--- src/rtl/cache_refill_ctrl.sv ---
// cache_refill_ctrl: blocking CPU-side cache controller.
// Read hits are served from the cache. Read misses refill the whole line from
// memory and install it. Writes are write-through and no-write-allocate.
// Optional feature macro: CACHE_REFILL_CTRL_PERF_EN adds saturating read
// hit/miss counters on the perf_hits/perf_misses outputs.
module cache_refill_ctrl #(
    parameter int unsigned BLOCK_SIZE             = 32,
    parameter int unsigned NUM_OF_BLOCKS_PER_LINE = 4,
    parameter int unsigned ADDRESS_SIZE           = 32
) (
    input  logic                                         clk,
    input  logic                                         rst_n,
    // CPU side
    input  logic                                         cpu_req,
    input  logic                                         cpu_we,
    input  logic [ADDRESS_SIZE-1:0]                      cpu_addr,
    input  logic [BLOCK_SIZE-1:0]                        cpu_wdata,
    output logic                                         cpu_ready,
    output logic                                         cpu_resp,
    output logic [BLOCK_SIZE-1:0]                        cpu_rdata,
`ifdef CACHE_REFILL_CTRL_PERF_EN
    output logic [31:0]                                  perf_hits,
    output logic [31:0]                                  perf_misses,
`endif
    // Cache side
    output logic                                         c_read,
    output logic                                         c_write,
    output logic                                         c_write_line,
    output logic [ADDRESS_SIZE-1:0]                      c_addr,
    output logic [BLOCK_SIZE-1:0]                        c_wdata,
    output logic [NUM_OF_BLOCKS_PER_LINE*BLOCK_SIZE-1:0] c_line,
    input  logic [BLOCK_SIZE-1:0]                        c_rdata,
    input  logic                                         c_hit,
    input  logic                                         c_miss,
    // Memory side
    output logic                                         mem_req,
    output logic                                         mem_we,
    output logic [ADDRESS_SIZE-1:0]                      mem_addr,
    output logic [BLOCK_SIZE-1:0]                        mem_wdata,
    input  logic                                         mem_ack,
    input  logic                                         mem_rvalid,
    input  logic [BLOCK_SIZE-1:0]                        mem_rdata
);

    localparam int unsigned OFS    = $clog2(NUM_OF_BLOCKS_PER_LINE);
    localparam int unsigned LINE_W = NUM_OF_BLOCKS_PER_LINE * BLOCK_SIZE;

    typedef enum logic [2:0] {
        IDLE,
        LOOKUP,
        CHECK,
        FILL_REQ,
        FILL_BEAT,
        INSTALL,
        WR_MEM,
        RESP
    } state_t;

    state_t                  r_state;
    logic                    r_we;
    logic [ADDRESS_SIZE-1:0] r_addr;
    logic [BLOCK_SIZE-1:0]   r_wdata;
    logic [OFS-1:0]          r_beat_cnt;
    logic [LINE_W-1:0]       r_line;
    logic                    r_cpu_ready;
    logic                    r_cpu_resp;
    logic [BLOCK_SIZE-1:0]   r_cpu_rdata;
    logic                    r_c_read;
    logic                    r_c_write;
    logic                    r_c_write_line;
    logic                    r_mem_req;
    logic                    r_mem_we;
    logic [ADDRESS_SIZE-1:0] r_mem_addr;
    logic [BLOCK_SIZE-1:0]   r_mem_wdata;

    logic [OFS-1:0]          w_off;
    logic [ADDRESS_SIZE-1:0] w_line_addr;
    logic [BLOCK_SIZE-1:0]   w_slot;
    logic                    w_last_beat;

    // Offset of the requested word, its line base address and its slot in the refilled line
    assign w_off       = r_addr[OFS-1:0];
    assign w_line_addr = {r_addr[ADDRESS_SIZE-1:OFS], {OFS{1'b0}}};
    assign w_slot      = r_line[w_off*BLOCK_SIZE +: BLOCK_SIZE];
    assign w_last_beat = (r_beat_cnt == OFS'(NUM_OF_BLOCKS_PER_LINE - 1));

    // Request sequencing FSM; every command/response output is a register updated here
    always_ff @(posedge clk or negedge rst_n) begin
        if (!rst_n) begin
            r_state        <= IDLE;
            r_we           <= 1'b0;
            r_addr         <= '0;
            r_wdata        <= '0;
            r_beat_cnt     <= '0;
            r_line         <= '0;
            r_cpu_ready    <= 1'b1;
            r_cpu_resp     <= 1'b0;
            r_cpu_rdata    <= '0;
            r_c_read       <= 1'b0;
            r_c_write      <= 1'b0;
            r_c_write_line <= 1'b0;
            r_mem_req      <= 1'b0;
            r_mem_we       <= 1'b0;
            r_mem_addr     <= '0;
            r_mem_wdata    <= '0;
        end else begin
            // Command pulses last one cycle unless re-asserted below
            r_c_read       <= 1'b0;
            r_c_write      <= 1'b0;
            r_c_write_line <= 1'b0;
            r_cpu_resp     <= 1'b0;

            case (r_state)
                IDLE: begin
                    if (cpu_req) begin
                        r_we        <= cpu_we;
                        r_addr      <= cpu_addr;
                        r_wdata     <= cpu_wdata;
                        r_c_read    <= ~cpu_we;
                        r_c_write   <= cpu_we;
                        r_cpu_ready <= 1'b0;
                        r_state     <= LOOKUP;
                    end
                end

                LOOKUP: begin
                    r_state <= CHECK;
                end

                CHECK: begin
                    if (r_we) begin
                        // Write-through regardless of hit; a write miss never allocates
                        r_mem_req   <= 1'b1;
                        r_mem_we    <= 1'b1;
                        r_mem_addr  <= r_addr;
                        r_mem_wdata <= r_wdata;
                        r_state     <= WR_MEM;
                    end else if (c_hit) begin
                        r_cpu_rdata <= c_rdata;
                        r_cpu_resp  <= 1'b1;
                        r_state     <= RESP;
                    end else begin
                        // Anything other than a hit refills, so a confused cache cannot wedge us
                        r_mem_req   <= 1'b1;
                        r_mem_we    <= 1'b0;
                        r_mem_addr  <= w_line_addr;
                        r_mem_wdata <= '0;
                        r_beat_cnt  <= '0;
                        r_state     <= FILL_REQ;
                    end
                end

                FILL_REQ: begin
                    if (mem_ack) begin
                        r_mem_req <= 1'b0;
                        r_state   <= FILL_BEAT;
                    end
                end

                FILL_BEAT: begin
                    if (mem_rvalid) begin
                        r_line[r_beat_cnt*BLOCK_SIZE +: BLOCK_SIZE] <= mem_rdata;
                        r_beat_cnt <= OFS'(r_beat_cnt + 1'b1);
                        if (w_last_beat) begin
                            r_c_write_line <= 1'b1;
                            r_state        <= INSTALL;
                        end
                    end
                end

                INSTALL: begin
                    // The requested word is taken from the refilled line, not re-read from the cache
                    r_cpu_rdata <= w_slot;
                    r_cpu_resp  <= 1'b1;
                    r_state     <= RESP;
                end

                WR_MEM: begin
                    if (mem_ack) begin
                        r_mem_req  <= 1'b0;
                        r_cpu_resp <= 1'b1;
                        r_state    <= RESP;
                    end
                end

                RESP: begin
                    r_cpu_ready <= 1'b1;
                    r_state     <= IDLE;
                end

                default: begin
                    r_cpu_ready <= 1'b1;
                    r_state     <= IDLE;
                end
            endcase
        end
    end

`ifdef CACHE_REFILL_CTRL_PERF_EN
    logic [31:0] r_perf_hits;
    logic [31:0] r_perf_misses;

    // Saturating counters of read lookup outcomes
    always_ff @(posedge clk or negedge rst_n) begin
        if (!rst_n) begin
            r_perf_hits   <= '0;
            r_perf_misses <= '0;
        end else if (r_state == CHECK && !r_we) begin
            if (c_hit) begin
                if (r_perf_hits != '1) r_perf_hits <= r_perf_hits + 32'd1;
            end else begin
                if (r_perf_misses != '1) r_perf_misses <= r_perf_misses + 32'd1;
            end
        end
    end

    assign perf_hits   = r_perf_hits;
    assign perf_misses = r_perf_misses;
`endif

    assign cpu_ready    = r_cpu_ready;
    assign cpu_resp     = r_cpu_resp;
    assign cpu_rdata    = r_cpu_rdata;
    assign c_read       = r_c_read;
    assign c_write      = r_c_write;
    assign c_write_line = r_c_write_line;
    assign c_addr       = r_addr;
    assign c_wdata      = r_wdata;
    assign c_line       = r_line;
    assign mem_req      = r_mem_req;
    assign mem_we       = r_mem_we;
    assign mem_addr     = r_mem_addr;
    assign mem_wdata    = r_mem_wdata;

endmodule

--- config.mk ---
export PLATFORM = sky130hd
export DESIGN_NAME = cache_refill_ctrl
export DESIGN_NICKNAME = d
export VERILOG_FILES = /design/src/rtl/cache_refill_ctrl.sv
export SDC_FILE = /design/constraint.sdc
export NUM_CORES = 1
export LEC_CHECK = 0
export ABC_AREA = 1
export CORE_MARGIN = 2
export CORE_UTILIZATION = 42
export CTS_CLUSTER_DIAMETER = 200
export DETAILED_ROUTE_END_ITERATION = 6
export HOLD_SLACK_MARGIN = 0.1
export PLACE_DENSITY = 0.76
export REMOVE_ABC_BUFFERS = 1
export SETUP_SLACK_MARGIN = 0.15
export SYNTH_ARGS = -nofsm -noshare
export SYNTH_HDL_FRONTEND = slang
export SYNTH_SLANG_ARGS = --single-unit
export TNS_END_PERCENT = 10
--- constraint.sdc ---
create_clock -name clk -period 2.5 [get_ports clk]
set_clock_uncertainty 0.15 [all_clocks]
set_input_delay 0.5 -clock clk [delete_from_list [all_inputs] [get_ports clk]]
set_output_delay 0.5 -clock clk [all_outputs]
set_load 0.01 [all_outputs]
Yosys cells after proc, flatten, opt, wreduce, memory -nomap -nowiden
Cells that the tools add are included.
{"block": "classes", "addsub": 2, "multipliers": 0, "div_mod_pow": 0, "magnitude_cmp": 0, "eq_ne": 19, "n_shift": 3, "muxes": 39, "bitwise": 1, "reduce_logical": 14}
{"operator": "2-to-1 mux 32 bit", "n": 6}
{"operator": "bitwise mux 128 bit", "n": 1}
{"operator": "variable shift 32 x 34 -> 128 bit, first input constant", "n": 1}
{"operator": "variable part select 128 x 8 -> 32 bit", "n": 1}
{"operator": "variable part select 32 x 34 -> 128 bit", "n": 1}
{"operator": "one-hot mux 32 bit (2 select lines)", "n": 1}
{"operator": "negation 7 -> 34 bit", "n": 1}
{"operator": "one-hot mux 3 bit (8 select lines)", "n": 1}
{"operator": "2-to-1 mux 3 bit", "n": 7}
{"operator": "2-to-1 mux 1 bit", "n": 16}
{"operator": "!= test 2 bit, second input constant", "n": 8}
{"operator": "== test 3 bit, second input constant", "n": 4}
{"operator": "AND reduction 2 bit", "n": 4}
{"operator": "nonzero test 2 bit", "n": 4}
{"operator": "== test 3 x 2 -> 1 bit, second input constant", "n": 2}
{"operator": "2-to-1 mux 2 bit", "n": 3}
{"operator": "AND reduction 3 bit", "n": 2}
{"operator": "AND reduction 5 bit", "n": 1}
{"operator": "!= test 2 x 1 -> 1 bit, second input constant", "n": 2}
{"operator": "one-hot mux 1 bit (2 select lines)", "n": 2}
{"operator": "one-hot mux 2 bit (2 select lines)", "n": 1}
{"operator": "AND reduction 4 bit", "n": 1}
{"operator": "== test 3 x 1 -> 1 bit, second input constant", "n": 1}
{"operator": "zero test 3 bit", "n": 1}
{"operator": "6 further kinds", "n": 6}
{"block": "word_totals", "ff_bits": 301, "latch_bits": 0, "ramBits": 0, "rom_bits": 0, "inputBits": 136, "out_inout_bits": 295, "word_cells": 94, "memories": 0}

Depth between registers and ports, before layout
Gate-level depths: netlist of the first run.
{"block": "depth", "word_depth": 4, "ltp_mapped": 11, "ltp_nobuf": 8}

Least setup slack after synthesis of the first run
No wires, ideal clock.
{"block": "synth_path", "path_kind": "flip-flop to flip-flop", "startpoint": "reg r_beat_cnt[0]", "endpoint": "reg r_line[66], in the netlist c_line[66]", "setup_time_ns": 0.076, "arrival_ns": 2.216, "t_required_ns": 2.274, "setup_slack_ns": 0.058, "stages_incl_launch_ff": 11, "n_path_buf": 4, "period_less_slack_ns": 2.442, "path_cell_list": "dfrtp_1 > buf_2 > buf_2 > buf_1 > inv_1 > ha_1 > nand2_1 > nor2_1 > clkbuf_1 > nand2_1 > o21ai_1"}
{"block": "synth_via", "elab_chain_len": 3}
{"element": "start: declaration", "line": "63", "text": "logic [OFS-1:0] r_beat_cnt;"}
{"element": "start signal: assignment", "line": "163", "text": "r_beat_cnt <= OFS'(r_beat_cnt + 1'b1);"}
{"element": "negation 7 -> 34 bit (*)", "line": "162", "text": "r_line[r_beat_cnt*BLOCK_SIZE +: BLOCK_SIZE] <= mem_rdata;"}
{"element": "variable part select 32 x 34 -> 128 bit / variable shift 32 x 34 -> 128 bit (equally long branches)", "line": "162"}
{"element": "bitwise mux 128 bit (*)", "line": "162"}
{"element": "end signal: indexed assignment", "line": "162"}
{"element": "end: declaration", "line": "64", "text": "logic [LINE_W-1:0] r_line;"}
Every way passes the cells marked *; elsewhere a longest branch is shown, timed or not.
A chain may end at the register's enable or synchronous reset.

Worst setup path after layout of the first run
{"block": "layout_path", "startpoint": "reg r_beat_cnt[1]", "endpoint": "reg r_line[76], in the netlist c_line[76]"}
The elaborated chain is that of the path after synthesis.

==> impl_metrics.py, run 1 <==
metrics = {
    "clock_tree": {
        "tritoncts.num_buffers": 34,
        "tritoncts": "built",
        "ctsRootBufferMaster": "sky130_fd_sc_hd__clkbuf_16",
        "htree_depth": 2,
        "clk_latency_ns": 0.51,
        "cts-root-to-sink-buffers": 3,
        "numClockSinks": 301,
        "cts.reportedPaths.clkPinSlew_ns": 0.07,
    },
    "timing": {
        "period_needed_ns": 2.29,
        "setup_viol": 0,
        "worst_slew_pin_tran_ns": 0.714,
        "hold_viol": 0,
        "final.period_utilization": 0.915,
        "fmax_mhz": 437,
        "unrepaired_setup_endpoints_after_global_routing": "false",
        "timing.slew.headroom": 0.523,
        "report.final.slew_viol_count": 0,
    },
    "worst_setup_path": {
        "timing.setup.critical_path_class": "reg -> reg",
        "worstPathRequired_ns": 2.78,
        "critPathTopFamily": "simple AND/OR/NAND/NOR gates",
        "critical_path.cell_chain": "inv_1, ha_1, nand2_2, nor2_4, nand2_1, o21ai_1",
        "critical_path_arrival_ns": 2.57,
        "crit_slowest_cell": "sky130_fd_sc_hd__nor2_4",
        "timing.critical_path.buf_inv": 1,
        "delay_of_the_slowest_critical_path_stage_ns": 0.60,
        "critical_path.endpoint_type": "flip-flop",
        "timing.critical_path.from_type": "flip-flop",
        "critical_path.max_fanout": 16,
    },
    "floorplanning": {
        "die_height_um": 185,
        "rows": 66,
        "effective_utilization_at_floorplan": 0.424,
        "core_mm2": 0.0323,
        "die_area_mm2": 0.0340,
        "die_outline_width_um": 185,
        "top_level_ports": 431,
    },
    "routing": {
        "number_of_vias_per_cell": 5.10,
        "drt_pass1_iterations": 7,
        "drt_first_iter_violations": 983,
        "drc": 0,
        "detailroute.via_count": 13200,
        "antenna_left": 0,
        "wl_um": 47300,
        "wl_per_cell_um": 18.3,
    },
    "final_layout": {
        "final_common_cell": "sky130_fd_sc_hd__nand2_1",
        "finish.net_count": 2253,
        "nFillCells": 2739,
        "layout-drive-gt1-share": 0.0711,
        "mostFrequentLayoutCells": "sky130_fd_sc_hd__nand2_1, sky130_fd_sc_hd__clkdlybuf4s50_1, sky130_fd_sc_hd__dfrtp_1",
        "area_growth_pct": 44.6,
        "finished_core_util": 0.613,
    },
    "yosys": {
        "largest_family_of_logic_cells_by_synthesized_area": "simple AND/OR/NAND/NOR gates",
        "postSynthCellCount": 1708,
        "share_of_the_synthesized_area_in_compound_gates_ao_oa_aoi_oai": 0.0662,
        "post_synth_num_cell_types": 30,
        "synthXorXnorAreaFrac": 0,
        "synth-warning-count": 0,
        "synth.cell_area_mm2": 0.0137,
        "postSynthRegisterBits": 301,
        "synthSimpleGateAreaFrac": 0.321,
        "syn-mean-instance-area_um2": 8.01,
        "synthMuxAreaShare": 0,
        "seq_area_frac_synth": 0.551,
        "synth-adder-area-share": 0.00457,
    },
    "pwr": {
        "power.static_leakage_nw": 9.23,
        "totalPowerFinal_w": 0.0246,
        "worst_ir_drop_vdd_v": 0.000843,
        "cellPowerDensity_mw_per_mm2": 1240,
    },
    "global_route": {
        "globalRouteTotalUtil": 0.274,
        "grt.overflow.total": 0,
        "maximum_number_of_pins_on_one_net_before_global_route_repair": 76,
        "first_global_vias": 12900,
        "grt_first_pass_wirelength_um": 72300,
        "antenna_found_initial": 4,
    },
    "place": {
        "place.gp.congestion": 0.866,
        "placement.io_buffers": 429,
        "post_detailed_placement_half_perimeter_wirelength_um": 32700,
    },
    "min_path": {
        "min_delay_path_class": "in -> async",
    },
    "run": {
        "maxCapViolCount": 0,
    },
    "status": {
        "run_status": "finished, final reports clean",
    },
}
==> synthesized netlist by cell type (all sizes together) <==
master	n	area share
a21oi	3	0.0011
clkinv	1	0.00027
nand3	139	0.054
dfrtp	300	0.55
dfstp	1	0.0019
nor3	1	0.00073
inv	40	0.011
nand4	3	0.0014
o21ai	169	0.065
clkbuf	37	0.010
buf	71	0.036
nand3b	1	0.00055
nand2	889	0.25
ha	5	0.0046
nor2	48	0.017
==> what timing repair did <==
action / in CTS / in global routing
setup endpoints to repair: 32 / 32
gates resized for setup: 0 / 1
cloned: 0 / 1
setup buffers: 0 / 2
hold endpoints to repair: 38 / 0
pin swaps: 0 / 1
hold buffers: 1 / 0
==> registers in the layout (all words and copies together), names as in the netlist, 2 cells and up <==
| signal | cells |
|---|---|
| c_line | 128 |
| c_addr | 32 |
| c_wdata | 32 |
| cpu_rdata | 32 |
| mem_addr | 32 |
| mem_wdata | 32 |
| r_state | 3 |
| r_beat_cnt | 2 |
==> cell type report <==
class,instances,area [um2],share of cell area
Tap cell,442,553,0.0280
Inverter,41,159,0.00803
Timing Repair Buffer,475,4870,0.246
Clock buffer,53,1090,0.0549
Sequential cell,301,7540,0.381
Clock inverter,9,174,0.00879
Antenna cell,1,2.50,0.000127
Multi-Input combinational cell,1259,5400,0.273
==> report_power, final <==
group          switching (W)  internal [W]
combinational        0.00623       0.00491
clock                0.00201       0.00351
sequential           0.00135       0.00658
total                0.00959        0.0150
==> cells by family (layout without fill, tap and decap cells) <==
| family | count (synthesis) | after routing |
|---|---|---|
| compound gates | 172 | 172 |
| fa+ha+maj | 5 | 5 |
| buf+inv | 149 | 578 |
| flops | 301 | 301 |
| other cells | 0 | 1 |
| simple gates | 1081 | 1082 |
==> worst paths after layout <==
check	cells after the start	slack (ns)	endpoint	startpoint
min in group clk	2	0.32	mem_wdata[5]$_DFFE_PN0P_	mem_wdata[5]$_DFFE_PN0P_
max reg2reg	6	0.21	c_line[76]$_DFFE_PN0P_	r_beat_cnt[1]$_DFFE_PN0P_
min reg2reg	2	0.32	mem_wdata[5]$_DFFE_PN0P_	mem_wdata[5]$_DFFE_PN0P_
max in group asynchronous	3	1.03	cpu_rdata[30]$_DFFE_PN0P_	rst_n
min	2	0.32	c_addr[19]$_DFFE_PN0P_	rst_n
max	6	0.21	c_line[76]$_DFFE_PN0P_	r_beat_cnt[1]$_DFFE_PN0P_
==> stage by stage <==
step	instances	hold WS, ns	setup TNS, ns	cell area, um2	worst slack, ns
5_1_grt	2581	0.343	0	19800	0.156
3_5_place_dp	2514	0.297	0	18500	0.0999
6_report	2581	0.318	0	19800	0.212
4_1_cts	2577	0.325	0	19700	0.0382
3_3_place_gp	2514	0.291	0	18500	0.155
2_1_floorplan	1600	0.0544	-148.22	13100	-1.54
==> worst register-to-register path, stage by stage (launching register included) <==
cell,delay [ns]
sky130_fd_sc_hd__dfrtp_1,0.41
sky130_fd_sc_hd__inv_1,0.10
sky130_fd_sc_hd__ha_1,0.45
sky130_fd_sc_hd__nand2_2,0.19
sky130_fd_sc_hd__nor2_4,0.61
sky130_fd_sc_hd__nand2_1,0.12
sky130_fd_sc_hd__o21ai_1,0.18
==> routing by layer <==
metal,track usage,up-vias,wire [um]
met5,0,-,41
met2,0.463,650,22800
met1,0.330,6208,18200
met3,0.0792,105,4620
met4,0.105,6,1660
li1,-,6207,-
Note: power is estimated with default switching activity, not from simulation.
==> run 2: changes to the inputs <==
- PLACE_DENSITY: 0.76 -> 0.81
==> run 2 against run 1 <==
  * Total power decreased by 1.1%
  * Die area stayed put
  * Critical endpoint is now c_addr[1]
  * Largest power group unchanged
  * Final cell count down 0.39%
  * Clock-buffer cell count shrank 1
  * Fmax down 1.3%
  * Worst hold slack improved by 0.0017 ns
==> impl_metrics.py, run 2 (synthesis gave the netlist of run 1 again) <==
metrics = {
    "status": {
        "run_status": "finished, final reports clean",
    },
    "clock_tree": {
        "numClockSinks": 301,
        "cts-root-to-sink-buffers": 3,
        "post_cts_resize_count": 0,
        "cts.reportedPaths.clkPinSlew_ns": 0.06,
        "ctsRootBufferMaster": "sky130_fd_sc_hd__clkbuf_16",
        "htree_depth": 2,
        "tritoncts.num_buffers": 34,
        "clk_latency_ns": 0.50,
        "cts.repair_timing.setup_buffer_count": 0,
        "tritoncts": "built",
    },
    "floorplanning": {
        "effective_utilization_at_floorplan": 0.424,
        "top_level_ports": 431,
        "die_area_mm2": 0.0340,
        "core_mm2": 0.0323,
        "die_height_um": 185,
        "die_outline_width_um": 185,
        "rows": 66,
    },
    "final_layout": {
        "finish.net_count": 2246,
        "largest_register_ff_count": 128,
        "area_growth_pct": 43.3,
        "layout-drive-gt1-share": 0.0672,
        "layout.cell_area.non_filler_mm2": 0.0196,
        "final_common_cell": "sky130_fd_sc_hd__nand2_1",
        "mostFrequentLayoutCells": "sky130_fd_sc_hd__nand2_1, sky130_fd_sc_hd__clkdlybuf4s50_1, sky130_fd_sc_hd__dfrtp_1",
    },
    "worst_setup_path": {
        "critical_path.cell_chain": "clkdlybuf4s50_1",
        "critical_path_arrival_ns": 1.67,
        "crit_slowest_cell": "sky130_fd_sc_hd__clkdlybuf4s50_1",
        "worstPathRequired_ns": 1.85,
        "timing.critical_path.from_type": "flip-flop",
        "critical_path.endpoint_type": "output port",
        "delay_of_the_slowest_critical_path_stage_ns": 0.61,
        "critical_path.max_fanout": 10,
        "critPathTopFamily": "buffers and inverters",
        "timing.setup.critical_path_class": "reg -> out",
        "timing.critical_path.buf_inv": 1,
    },
    "routing": {
        "antenna_left": 0,
        "drt_pass1_iterations": 5,
        "drt_first_iter_violations": 1066,
        "detailroute.via_count": 13300,
        "number_of_vias_per_cell": 5.17,
        "wl_um": 47000,
        "drc": 0,
        "wl_per_cell_um": 18.3,
    },
    "timing": {
        "unrepaired_setup_endpoints_after_global_routing": "true",
        "worst_slew_pin_tran_ns": 0.986,
        "timing.slew.headroom": 0.341,
        "hold_viol": 0,
        "setup_viol": 0,
        "fmax_mhz": 431,
        "report.final.slew_viol_count": 0,
        "period_needed_ns": 2.32,
        "final.period_utilization": 0.927,
    },
    "global_route": {
        "globalRouteTotalUtil": 0.274,
        "first_global_vias": 13000,
        "antenna_found_initial": 2,
        "maximum_number_of_pins_on_one_net_before_global_route_repair": 80,
        "grt_first_pass_wirelength_um": 72600,
        "grt.overflow.total": 0,
    },
    "min_path": {
        "min_delay_path_class": "reg -> reg",
    },
    "run": {
        "maxCapViolCount": 0,
    },
    "pwr": {
        "totalPowerFinal_w": 0.0243,
        "worst_ir_drop_vdd_v": 0.000862,
        "power.static_leakage_nw": 9.16,
        "cellPowerDensity_mw_per_mm2": 1240,
    },
    "place": {
        "post_detailed_placement_half_perimeter_wirelength_um": 32100,
        "placement.io_buffers": 429,
        "placedInstanceArea_mm2": 0.0184,
        "place.gp.congestion": 0.842,
    },
}
-- run 2: worst paths after layout --
| path | depth (start not counted) | slack (ns) | endpoint | startpoint |
|---|---|---|---|---|
| max | 1 | 0.18 | c_addr[1] | c_addr[1]$_DFFE_PN0P_ |
| min | 2 | 0.32 | mem_wdata[30]$_DFFE_PN0P_ | mem_wdata[30]$_DFFE_PN0P_ |
| max reg2reg | 7 | 0.21 | c_line[71]$_DFFE_PN0P_ | r_beat_cnt[1]$_DFFE_PN0P_ |
| min reg2reg | 2 | 0.32 | mem_wdata[30]$_DFFE_PN0P_ | mem_wdata[30]$_DFFE_PN0P_ |
| max in group asynchronous | 3 | 0.98 | c_line[36]$_DFFE_PN0P_ | rst_n |
| min in group asynchronous | 2 | 0.37 | cpu_rdata[5]$_DFFE_PN0P_ | rst_n |
-- run 2: final cells by class --
class / count / area, um2
fill: 2622 / 12700
sequential: 301 / 7540
multi-input combinational: 1258 / 5390
timing repair buffer: 469 / 4810
clock buffer: 52 / 1090
tap: 442 / 553
inverter: 41 / 159
clock inverter: 6 / 58.8
antenna: 2 / 5.00
-- run 2: where the power goes --
group | internal (W) | total (W) | switching, W
clock | 0.00311 | 0.00510 | 0.00199
sequential | 0.00659 | 0.00798 | 0.00139
combinational | 0.00494 | 0.0113 | 0.00631
-- run 2: repair_timing --
item / in CTS / in global routing
setup endpoints to repair: 0 / 23
endpoints found under the hold margin: 45 / 0
hold buffers: 1 / 0
-- run 2: stage by stage --
stage	hold WS [ns]	TNS, ns	setup slack, ns	instances	util
detailed placement	0.307	0	0.197	2510	0.571
CTS	0.322	0	0.164	2569	0.607
global placement	0.308	0	0.205	2510	0.571
global route	0.346	0	0.0653	2570	0.607
finish	0.319	0	0.182	2571	0.607
floorplan	0.0544	-148.22	-1.54	1600	-
-- run 2: routing by layer --
layer  global-route usage  share of wire
met5                    0              0
met4                0.120          0.044
met3               0.0767           0.11
met2                0.451           0.47
met1                0.337           0.38
==> run 3: changes to the inputs <==
- HOLD_SLACK_MARGIN: 0.1 -> 0.03
==> results of run 3 <==
No change in the layout: final DEF, timing and power equal those of run 2.
